$ cat src/rtl/f1_light_seq.sv
// ----------------------------------------------------------------------------
// f1_light_seq
//
// Race-start light sequencer. A rising edge on `trigger` arms the sequence;
// each subsequent `tick` lights one more LED (bit 0 first, left-fill). Once
// every LED is lit, the sequencer samples `rand_dly` and holds for that many
// ticks (0 and 1 both mean one tick). It then extinguishes the bank and pulses
// `done` for one clkin cycle.
//
// Optional build macro: F1_REACT_TIME_EN
//   Adds a reaction-time stage after lights-out. The sequencer counts clkin
//   cycles until the player presses `react`. The count saturates at 16'hFFFF.
//   Pressing `react` early, while the lights are sequencing or holding,
//   latches `jump`.
//
// Ports:
//   clkin        in   system clock, rising edge
//   rst_n        in   synchronous active-low reset
//   tick         in   one-cycle advance enable from the tick divider
//   trigger      in   start request (level, rising edge detected here)
//   rand_dly     in   hold time in ticks, sampled when the last LED lights
//   ledr         out  LED drive, bit 0 lights first
//   busy         out  high from trigger acceptance until lights-out
//   done         out  one-cycle pulse in the lights-out cycle
//   react        in   player button, rising-edge detected  (F1_REACT_TIME_EN)
//   react_time   out  clkin cycles from lights-out to press (F1_REACT_TIME_EN)
//   react_valid  out  one-cycle pulse with react_time       (F1_REACT_TIME_EN)
//   jump         out  early press seen, sticky until next start (F1_REACT_TIME_EN)
// ----------------------------------------------------------------------------
module f1_light_seq #(
    parameter int N_LED = 10,
    parameter int DLY_W = 7
) (
    input  logic               clkin,
    input  logic               rst_n,
    input  logic               tick,
    input  logic               trigger,
    input  logic [DLY_W-1:0]   rand_dly,
`ifdef F1_REACT_TIME_EN
    input  logic               react,
    output logic [15:0]        react_time,
    output logic               react_valid,
    output logic               jump,
`endif
    output logic [N_LED-1:0]   ledr,
    output logic               busy,
    output logic               done
);

`ifdef F1_REACT_TIME_EN
    typedef enum logic [1:0] {
        ST_IDLE  = 2'd0,
        ST_LIGHT = 2'd1,
        ST_HOLD  = 2'd2,
        ST_REACT = 2'd3
    } state_t;
`else
    typedef enum logic [1:0] {
        ST_IDLE  = 2'd0,
        ST_LIGHT = 2'd1,
        ST_HOLD  = 2'd2
    } state_t;
`endif

    state_t             r_state;
    logic [N_LED-1:0]   r_ledr;
    logic [DLY_W-1:0]   r_hold_cnt;
    logic               r_busy;
    logic               r_done;
    logic               r_trig_prev;

    logic               w_trig_edge;
    logic               w_last_led;
    logic               w_hold_last;

`ifdef F1_REACT_TIME_EN
    logic [15:0]        r_react_cnt;
    logic [15:0]        r_react_time;
    logic               r_react_valid;
    logic               r_react_prev;
    logic               r_jump;
    logic               w_react_edge;
`endif

    assign w_trig_edge = trigger & ~r_trig_prev;
    // The shift that fills the top LED is the one where all lower bits are already lit.
    assign w_last_led  = &r_ledr[N_LED-2:0];
    // A zero hold value behaves like one: lights go out on the first hold tick.
    assign w_hold_last = (r_hold_cnt <= DLY_W'(1));

`ifdef F1_REACT_TIME_EN
    assign w_react_edge = react & ~r_react_prev;
`endif

    // Sequencer state machine with all outputs registered.
    always_ff @(posedge clkin) begin
        if (!rst_n) begin
            r_state     <= ST_IDLE;
            r_ledr      <= {N_LED{1'b0}};
            r_hold_cnt  <= {DLY_W{1'b0}};
            r_busy      <= 1'b0;
            r_done      <= 1'b0;
            r_trig_prev <= 1'b0;
`ifdef F1_REACT_TIME_EN
            r_react_cnt   <= 16'd0;
            r_react_time  <= 16'd0;
            r_react_valid <= 1'b0;
            r_react_prev  <= 1'b0;
            r_jump        <= 1'b0;
`endif
        end else begin
            r_trig_prev <= trigger;
            r_done      <= 1'b0;
`ifdef F1_REACT_TIME_EN
            r_react_prev  <= react;
            r_react_valid <= 1'b0;
            // A press before lights-out is a jump start; the sequence carries on.
            if (w_react_edge && ((r_state == ST_LIGHT) || (r_state == ST_HOLD))) begin
                r_jump <= 1'b1;
            end
`endif
            case (r_state)
                ST_IDLE: begin
                    r_ledr <= {N_LED{1'b0}};
                    r_busy <= 1'b0;
                    // A tick coincident with the accepting edge is deliberately ignored.
                    if (w_trig_edge) begin
                        r_state <= ST_LIGHT;
                        r_busy  <= 1'b1;
`ifdef F1_REACT_TIME_EN
                        r_jump  <= 1'b0;
`endif
                    end
                end

                ST_LIGHT: begin
                    if (tick) begin
                        r_ledr <= {r_ledr[N_LED-2:0], 1'b1};
                        if (w_last_led) begin
                            r_hold_cnt <= rand_dly;
                            r_state    <= ST_HOLD;
                        end
                    end
                end

                ST_HOLD: begin
                    if (tick) begin
                        if (w_hold_last) begin
                            r_ledr <= {N_LED{1'b0}};
                            r_done <= 1'b1;
                            r_busy <= 1'b0;
`ifdef F1_REACT_TIME_EN
                            r_state     <= ST_REACT;
                            r_react_cnt <= 16'd0;
`else
                            r_state     <= ST_IDLE;
`endif
                        end else begin
                            r_hold_cnt <= r_hold_cnt - DLY_W'(1);
                        end
                    end
                end

`ifdef F1_REACT_TIME_EN
                ST_REACT: begin
                    // Cycle counter saturates so a very late press still reports a sane value.
                    if (r_react_cnt != 16'hFFFF) begin
                        r_react_cnt <= r_react_cnt + 16'd1;
                    end
                    if (w_react_edge) begin
                        r_react_time  <= r_react_cnt;
                        r_react_valid <= 1'b1;
                        r_state       <= ST_IDLE;
                    end
                end
`endif

                default: begin
                    r_state <= ST_IDLE;
                    r_ledr  <= {N_LED{1'b0}};
                    r_busy  <= 1'b0;
                end
            endcase
        end
    end

    assign ledr = r_ledr;
    assign busy = r_busy;
    assign done = r_done;

`ifdef F1_REACT_TIME_EN
    assign react_time  = r_react_time;
    assign react_valid = r_react_valid;
    assign jump        = r_jump;
`endif

endmodule

$ cat config.mk
export PLATFORM = sky130hd
export DESIGN_NAME = f1_light_seq
export DESIGN_NICKNAME = d
export VERILOG_FILES = /design/src/rtl/f1_light_seq.sv
export SDC_FILE = /design/constraint.sdc
export NUM_CORES = 1
export LEC_CHECK = 0
export ABC_CLOCK_PERIOD_IN_PS = 2500
export CAP_MARGIN = 10
export CORE_MARGIN = 2
export CORE_UTILIZATION = 41
export CTS_CLUSTER_SIZE = 30
export DETAILED_ROUTE_END_ITERATION = 8
export PLACE_DENSITY = 0.77
export SYNTH_ARGS = -nofsm -noshare
export SYNTH_HDL_FRONTEND = slang
export SYNTH_SLANG_ARGS = --single-unit
$ cat constraint.sdc
create_clock -name clkin -period 2.5 [get_ports clkin]
set_clock_uncertainty 0.1 [all_clocks]
set_input_delay 0.625 -clock clkin [delete_from_list [all_inputs] [get_ports clkin]]
set_output_delay 0.625 -clock clkin [all_outputs]
set_load 0.02 [all_outputs]
; Yosys cells after proc, flatten, opt, wreduce, memory -nomap -nowiden
; Cells that the tools add are included.
[totals]
wordCells = 47
mem_count = 0
regBits = 22
out_inout_bits = 12
mem_bits_ro = 0
latchBits = 0
ram_bits = 0
[op_classes]
bitwise = 3
n_mux = 20
n_eq_ne = 8
div = 0
multipliers = 0
reduce_logical = 8
n_shift = 0
order_cmp = 1
addsub = 1
[ops]
columns = cell, count
row1 = two-way mux 10 bit, 3
row2 = two-way mux 7 bit, 4
row3 = case mux 10 bit (2 select lines), 1
row4 = case mux 7 bit (2 select lines), 1
row5 = != test 2 bit (second input constant), 6
row6 = two-way mux 2 bit, 5
row7 = AND reduction 5 bit, 2
row8 = AND reduction 3 bit, 3
row9 = AND reduction 9 bit, 1
row10 = <= comparator 7 x 1 -> 1 bit (second input constant), 1
row11 = subtractor 7 x 1 -> 7 bit (second input constant), 1
row12 = case mux 2 bit (3 select lines), 1
row13 = two-way mux 1 bit, 4
row14 = case mux 1 bit (3 select lines), 1
row15 = == test 2 x 1 -> 1 bit (second input constant), 1
row16 = == test 2 bit (second input constant), 1
row17 = zero test 2 bit, 1
row18 = NOT 1 bit, 2
row19 = nonzero test 2 bit, 1
row20 = AND 1 bit, 1

; Longest topological paths before layout
; Gate-level depths: netlist of the first run.
[depth]
word_depth = 4
depth_mapped = 7
ltp_nobuf = 6

; Worst setup path after synthesis of the first run
; No wires, ideal clock.
[synth_path]
kind = input -> register
startpoint = in tick
endpoint = reg r_hold_cnt[1]
setup_slack_ps = 592
t_arrival_ps = 1678
cell_stages = 5
setup_ps = 130
cell_sequence = nand4_1 > or4_1 > buf_2 > a221oi_1 > a211oi_1
[synth_via]
elab_chain_cells = 2
elab_cells_between_ends = 3
cone_classes = 2 x eq/ne / 1 x reduce/logical
[synth_rtl]
columns = item, line
row1 = "start, declared", 36  ; input logic tick,
row2 = != test 2 bit (no source line), --
row3 = AND reduction 5 bit (no source line) (*), --
row4 = "end signal, assigned", 100  ; r_hold_cnt <= {DLY_W{1'b0}};
row5 = "end signal, assigned", 140  ; r_hold_cnt <= rand_dly;
row6 = "end signal, assigned", 159  ; r_hold_cnt <= r_hold_cnt - DLY_W'(1);
row7 = "end, declared", 67  ; logic [DLY_W-1:0] r_hold_cnt;
; Every way passes the cells marked *; elsewhere a longest branch is shown, timed or not.
; A chain may end at the register's enable or synchronous reset.

; Worst setup path after layout of the first run
; Same ends and word-level chain as after synthesis.

==> results of run 1 <==
==> layout by cell type, fill, tap and decap left out, types with 2 or more instances in the layout <==
| cell type | instances |
|---|---|
| sky130_fd_sc_hd__o21ai_1 | 11 |
| sky130_fd_sc_hd__nand2_1 | 16 |
| sky130_fd_sc_hd__a311oi_2 | 2 |
| sky130_fd_sc_hd__nor2b_1 | 2 |
| sky130_fd_sc_hd__inv_1 | 6 |
| sky130_fd_sc_hd__clkbuf_4 | 3 |
| sky130_fd_sc_hd__a21oi_1 | 18 |
| sky130_fd_sc_hd__buf_4 | 7 |
| sky130_fd_sc_hd__o32ai_1 | 3 |
| sky130_fd_sc_hd__nor4_2 | 2 |
| sky130_fd_sc_hd__nand2b_1 | 2 |
| sky130_fd_sc_hd__nand4_1 | 2 |
| sky130_fd_sc_hd__dfxtp_1 | 22 |
| sky130_fd_sc_hd__ha_1 | 2 |
| sky130_fd_sc_hd__nor3_1 | 4 |
| sky130_fd_sc_hd__nor2_1 | 13 |
| sky130_fd_sc_hd__nor3b_1 | 2 |
| sky130_fd_sc_hd__clkdlybuf4s50_1 | 22 |
| sky130_fd_sc_hd__o21ai_0 | 2 |
==> area by class of cell <==
type | count | area, sq um
fill | 230 | 1100
multi-input combinational | 101 | 609
sequential | 22 | 440
timing repair buffer | 29 | 273
tap | 30 | 37.5
clock buffer | 4 | 36.3
inverter | 6 | 22.5
==> layer usage <==
metal	share of wire, %	track usage, %	wire length (um)
met3	5.7	2.79	147
met5	0	0	0
met1	45	21.6	1160
met4	0.51	5.44	13
met2	48	29.2	1240
==> metrics by stage <==
stage	setup TNS [ns]	total power, mW
final	0	0.606
after global routing	0	0.636
after CTS	0	0.614
after detailed placement	-0.0113	0.418
after global placement	0	0.417
after floorplan	0	0.388
==> flip-flops by register name (all words and copies together), names as in the netlist <==
signal and flops:
r_state 2, ledr 10, done 1, busy 1
r_trig_prev 1, r_hold_cnt 7
==> worst max-delay path, stage by stage <==
cell	delay, ns
sky130_fd_sc_hd__clkdlybuf4s50_1	0.49
sky130_fd_sc_hd__nand4_1	0.13
sky130_fd_sc_hd__or4_1	0.62
sky130_fd_sc_hd__a221oi_1	0.29
sky130_fd_sc_hd__a211oi_1	0.08
==> kinds of logic after synthesis <==
kind of cell / after synthesis / synth area share [%]
buffers and inverters: 12 / 6.19
and+or+nand+nor: 52 / 24.4
DFF: 22 / 39.6
AOI/OAI and AO/OA: 47 / 27.5
adders and majority gates: 2 / 2.25
==> Yosys cell counts, drive strengths merged <==
cell type | n | area [sq um]
clkbuf | 3 | 21.3
dlymetal6s2s | 1 | 12.5
o32ai | 3 | 26.3
or4 | 2 | 18.8
nor2 | 13 | 48.8
o21ai | 13 | 65.1
and2 | 1 | 6.26
ha | 2 | 25.0
nand2 | 17 | 66.3
a41oi | 1 | 8.76
a21oi | 18 | 90.1
o41ai | 1 | 8.76
nor2b | 2 | 12.5
a311o | 1 | 11.3
a21o | 1 | 7.51
a221oi | 1 | 8.76
and3 | 1 | 6.26
nand4 | 2 | 12.5
nor3b | 2 | 15.0
a211oi | 1 | 7.51
dfxtp | 22 | 440
inv | 6 | 22.5
nor4 | 3 | 31.3
nand2b | 2 | 12.5
o21bai | 1 | 7.51
a22oi | 1 | 7.51
buf | 2 | 12.5
o2111ai | 1 | 8.76
or4b | 1 | 10.0
a2111oi | 1 | 8.76
nor3 | 4 | 20.0
a311oi | 3 | 38.8
nand3 | 1 | 5.00
or3 | 1 | 6.26
==> what timing repair did <==
action,in CTS,in global routing
setup endpoints to repair,0,1
resized for setup,0,1
setup buffers,0,0
==> power by group <==
part	internal, mW	switching, mW
Combinational	0.0273	0.0253
Clock	0.0889	0.107
Sequential	0.354	0.00334
==> final timing paths <==
path                                                 start                         end  slack (ns)  cells after the start
worst max-delay path                                  tick  r_hold_cnt[1]$_SDFFE_PN0P_        0.35                      5
worst min-delay path                  ledr[0]$_SDFFE_PN0P_        ledr[1]$_SDFFE_PN0P_        0.39                      2
worst max register to register  r_hold_cnt[1]$_SDFFE_PN0P_  r_hold_cnt[1]$_SDFFE_PN0P_        0.57                      6
worst min register to register        ledr[0]$_SDFFE_PN0P_        ledr[1]$_SDFFE_PN0P_        0.39                      2
==> qor_table.md, run 1 <==
| Parameter | Value | Unit |
|:---|:---|:---|
| Effective utilization at floorplan | 44.0 | % |
| Worst ir drop on vdd | 263 | uV |
| Final Util | 56.3 | % |
| Nets@finish | 176 | - |
| Cts-stage hold buffer count | 0 | - |
| RSZ-0062 raised after global routing | false | - |
| Clock-pin slew on the worst setup and hold paths | 0.12 | ns |
| Maximum achievable frequency | 466 | MHz |
| Cell area after layout | 1420 | sq um |
| Critical Path End Type | register | - |
| Post-Place Cell Area | 1380 | sq um |
| Clock Latency Late Sink | 0.30 | ns |
| Area of the core | 2520 | sq um |
| Number of nets with antenna violations after routing | 0 | - |
| Total of flip-flops plus latches after synthesis | 22 | - |
| Routability congestion estimate | 0.808 | - |
| Result of the run | complete, no violations | - |
| Wire length per cell | 13.3 | um |
| Yosys warning total | 0 | - |
| Per-instance average area after synthesis | 8.23 | sq um |
| Worst EP required | 2.59 | ns |
| Antenna Diode Count | 0 | - |
| Number of vias per cell after detailed routing | 5.78 | - |
| CTS Sinks | 22 | - |
| Setup slack after placement | -0.0113 | ns |
| Fraction of the cycle the final worst path needs | 85.9 | % |
| Sequential fraction of the synthesis area | 39.6 | % |
| Half-perimeter wire length of the detailed placement result | 1840 | um |
| Final hold vios | 0 | - |
| Total overflow reported by the global router | 0 | - |
| Count of input and output buffers | 22 | - |
| Crit path launch type | primary input | - |
| Final cell count without fillers | 192 | - |
| Root buf cell | sky130_fd_sc_hd__clkbuf_4 | - |
| Iteration-0 DRC count of the detailed router | 47 | - |
| Tightest hold margin | 0.392 | ns |
| Area growth, synth to finish | 27.7 | % |
| Startpoint-to-endpoint class of the critical path | primary input to register | - |
| Time the final worst path needs with I/O delays and setup | 2.15 | ns |
| Pin count of the biggest net entering global routing | 15 | - |
| Number of buffers created by CTS | 3 | - |
| Arrival time reported for the critical path endpoint | 2.24 | ns |
| Synthesized netlist cell count | 135 | - |
| Overall die width | 56.1 | um |
| Final number of setup-violating endpoints | 0 | - |
| Max-cap violations | 0 | - |
| Setup slack after layout | 0.353 | ns |
| Worst-margin pin slew | 0.559 | ns |
| DR vias | 1109 | - |
| Number of antenna violations at the first check in global routing | 0 | - |
| Library cells used by synthesis | 41 | - |
| Count of H-tree levels built during CTS | 1 | - |
| Cell area after technology mapping | 1110 | sq um |
| Core Rows | 18 | - |
| Remaining max-slew budget at the tightest pin | 62.8 | % |
| Leak | 0.480 | nW |
| Share of cells above drive strength 1 | 12.3 | % |
| PD cells | 427 | nW/um^2 |
| Maximum buffer depth of the clock tree | 2 | - |
| Max-slew violation total from the final report | 0 | - |
| Total nets after synthesis | 148 | - |
| Via count of the first global-routing pass | 1026 | - |
| Crit-path max FO | 6 | - |
| Number of top-level pins | 23 | - |
| Global routing usage summed across all routing layers | 17.0 | % |
| Number of placed instances, taps included | 188 | - |
| Global-route wire length before repair | 4420 | um |
| CTS tree | yes | - |
| DRC violations left | 0 | - |
| DR pass1 iterations | 4 | - |
| Kind of path behind the tightest hold check | register to register | - |
| Total Routed Length | 2560 | um |
| Die H | 56.1 | um |
| Die outline area | 3140 | sq um |
No activity file was read; power rests on OpenSTA's default activity.
==> inputs of run 2 (changes only) <==
--- a/config.mk
+++ b/config.mk
@@ -7,7 +7,6 @@
 export LEC_CHECK = 0
 export ABC_CLOCK_PERIOD_IN_PS = 2500
 export CAP_MARGIN = 10
-export CORE_MARGIN = 2
 export CORE_UTILIZATION = 41
 export CTS_CLUSTER_SIZE = 30
 export DETAILED_ROUTE_END_ITERATION = 8
==> run 2 against run 1 <==
  * Sequential power hardly changed
  * Maximum frequency is 2.4% lower
  * First-iteration DRC count is 34% lower
  * Critical path type is now register to register
==> qor_table.md, run 2 (synthesis results as in run 1) <==
| Parameter | Value | Unit | Change |
|:---|:---|:---|:---|
| Area growth, synth to finish | 25.8 | % | was 27.7% |
| Setup repair bufs after CTS | 0 | - | unchanged |
| Die outline area | 2920 | sq um | was 3140 sq um |
| Post_cts resized | 0 | - | unchanged |
| Nets@finish | 176 | - | unchanged |
| Arrival time reported for the critical path endpoint | 2.33 | ns | was 2.24 ns |
| Max-slew violation total from the final report | 0 | - | unchanged |
| Most frequent cells in the layout | sky130_fd_sc_hd__dfxtp_1 (22), sky130_fd_sc_hd__clkdlybuf4s50_1 (22), sky130_fd_sc_hd__a21oi_1 (18) | - | unchanged |
| Crit path launch type | register | - | was primary input |
| Final number of setup-violating endpoints | 0 | - | unchanged |
| Count of input and output buffers | 22 | - | unchanged |
| Count of cells along the worst register-to-register path | 6 | - | unchanged |
| Global routing usage summed across all routing layers | 19.4 | % | was 17.0% |
| Fraction of the cycle the final worst path needs | 88.0 | % | was 85.9% |
| Clock Latency Late Sink | 0.30 | ns | about the same |
| Count of H-tree levels built during CTS | 1 | - | unchanged |
| Worst-margin pin slew | 0.928 | ns | was 0.559 ns |
| Total Routed Length | 2460 | um | was 2560 um |
| Max FFs per register | 10 | - | unchanged |
| DRC violations left | 0 | - | unchanged |
| Maximum buffer depth of the clock tree | 2 | - | unchanged |
| Half-perimeter wire length of the detailed placement result | 1870 | um | was 1840 um |
| RSZ-0062 raised after global routing | false | - | unchanged |
| Global-route wire length before repair | 4150 | um | was 4420 um |
| CTS Sinks | 22 | - | unchanged |
| Clock-pin slew on the worst setup and hold paths | 0.12 | ns | about the same |
| Max-cap violations | 0 | - | unchanged |
| DR vias | 1090 | - | was 1109 |
| Top layer used by detailed routing | met4 | - | unchanged |
| Root buf cell | sky130_fd_sc_hd__clkbuf_4 | - | unchanged |
| Number of buffers created by CTS | 3 | - | unchanged |
| Pin count of the biggest net entering global routing | 15 | - | unchanged |
| Kind of path behind the tightest hold check | register to register | - | unchanged |
| Leak | 0.473 | nW | was 0.480 nW |
| Area of the core | 2520 | sq um | unchanged |
| Number of antenna violations at the first check in global routing | 0 | - | unchanged |
| Antenna Diode Count | 0 | - | unchanged |
| DR pass1 iterations | 5 | - | was 4 |
| CTS tree | yes | - | unchanged |
| Worst hold path stage count | 2 | - | unchanged |
| Maximum achievable frequency | 455 | MHz | was 466 MHz |
| Detailed-routing wirelength on met1 | 1130 | um | was 1160 um |
| Effective utilization at floorplan | 44.0 | % | unchanged |
| Wire length per cell | 12.9 | um | was 13.3 um |
| Total overflow reported by the global router | 0 | - | unchanged |
| Final Util | 55.4 | % | was 56.3% |
| Number of nets with antenna violations after routing | 0 | - | unchanged |
| Crit-path max FO | 12 | - | was 6 |
| Overall die width | 54.1 | um | was 56.1 um |
| Result of the run | complete, no violations | - | unchanged |
| Startpoint-to-endpoint class of the critical path | register to register | - | was primary input to register |
| Iteration-0 DRC count of the detailed router | 31 | - | was 47 |
| Worst ir drop on vdd | 381 | uV | was 263 uV |
| Setup slack after layout | 0.300 | ns | was 0.353 ns |
| Setup Total Neg Slack | 0 | ns | unchanged |
| Final hold vios | 0 | - | unchanged |
| Routability congestion estimate | 0.803 | - | was 0.808 |
| Time the final worst path needs with I/O delays and setup | 2.20 | ns | was 2.15 ns |
| Share of cells above drive strength 1 | 11.2 | % | was 12.3% |
| Worst EP required | 2.63 | ns | was 2.59 ns |
| PD cells | 406 | nW/um^2 | was 427 nW/um^2 |
| Critical Path End Type | register | - | unchanged |
| Setup slack after placement | 0.00875 | ns | was -0.0113 ns |
| Number of fillers in the final layout | 242 | - | was 230 |
| Cts-stage hold buffer count | 0 | - | unchanged |
| Met3 layer wire length in the routed design | 148 | um | was 147 um |
| Tightest hold margin | 0.391 | ns | was 0.392 ns |
| Via count of the first global-routing pass | 983 | - | was 1026 |
| Length of routed met2 wiring | 1150 | um | was 1240 um |
| Number of vias per cell after detailed routing | 5.71 | - | was 5.78 |
| Number of top-level pins | 23 | - | unchanged |
| Remaining max-slew budget at the tightest pin | 37.3 | % | was 62.8% |
| Core Rows | 18 | - | unchanged |
| Die H | 54.1 | um | was 56.1 um |
## run 2: cell count changes in the layout (fill, tap and decap cells not counted)
cell,delta
sky130_fd_sc_hd__a41oi_2,-1
sky130_fd_sc_hd__a41oi_1,+1
sky130_fd_sc_hd__clkbuf_8,-1
## run 2: area by class of cell
type | instances | area [sq um] | share of cell area, %
multi-input cells | 101 | 602 | 43.1
inverters | 6 | 22.5 | 1.61
clock buffers | 3 | 22.5 | 1.61
flip-flops and latches | 22 | 440 | 31.5
repair buffers | 29 | 273 | 19.5
well taps | 30 | 37.5 | 2.69
## run 2: power by group
group / switching, mW / internal (mW)
sequential: 0.00345 / 0.354
combinational: 0.0247 / 0.0273
clock: 0.101 / 0.0561
total: 0.129 / 0.438
## run 2: critical path, cell delays in order (launching register included)
cell	delay, ns
sky130_fd_sc_hd__dfxtp_1	0.39
sky130_fd_sc_hd__inv_1	0.10
sky130_fd_sc_hd__ha_1	0.17
sky130_fd_sc_hd__o21bai_1	0.21
sky130_fd_sc_hd__a41oi_1	0.81
sky130_fd_sc_hd__o21ai_1	0.16
sky130_fd_sc_hd__a21oi_1	0.18
## run 2: worst paths after layout
path	startpoint	endpoint	slack [ns]
setup / recovery	r_hold_cnt[1]$_SDFFE_PN0P_	ledr[2]$_SDFFE_PN0P_	0.30
hold / removal	ledr[0]$_SDFFE_PN0P_	ledr[1]$_SDFFE_PN0P_	0.39
setup reg to reg	r_hold_cnt[1]$_SDFFE_PN0P_	ledr[2]$_SDFFE_PN0P_	0.30
hold reg to reg	ledr[0]$_SDFFE_PN0P_	ledr[1]$_SDFFE_PN0P_	0.39
## run 2: metal layers
| metal | vias up | track usage, % |
|---|---|---|
| li1 | 556 | - |
| met1 | 497 | 27.0 |
| met2 | 33 | 30.2 |
| met3 | 4 | 2.54 |
| met4 | 0 | 7.26 |
| met5 | - | 0 |
## run 2: metrics by stage
stage	cells	area [sq um]	power, mW
2_1_floorplan	135	1110	0.388
3_3_place_gp	188	1380	0.417
3_5_place_dp	188	1380	0.418
4_1_cts	191	1400	0.569
5_1_grt	191	1400	0.590
6_report	191	1400	0.567
==> inputs of run 3 (changes only) <==
--- a/config.mk
+++ b/config.mk
@@ -11,6 +11,7 @@
 export CTS_CLUSTER_SIZE = 30
 export DETAILED_ROUTE_END_ITERATION = 8
 export PLACE_DENSITY = 0.77
+export SLEW_MARGIN = 0
 export SYNTH_ARGS = -nofsm -noshare
 export SYNTH_HDL_FRONTEND = slang
 export SYNTH_SLANG_ARGS = --single-unit
==> results of run 3 <==
Same layout as run 2: the final DEF is identical, and so are final timing and power.
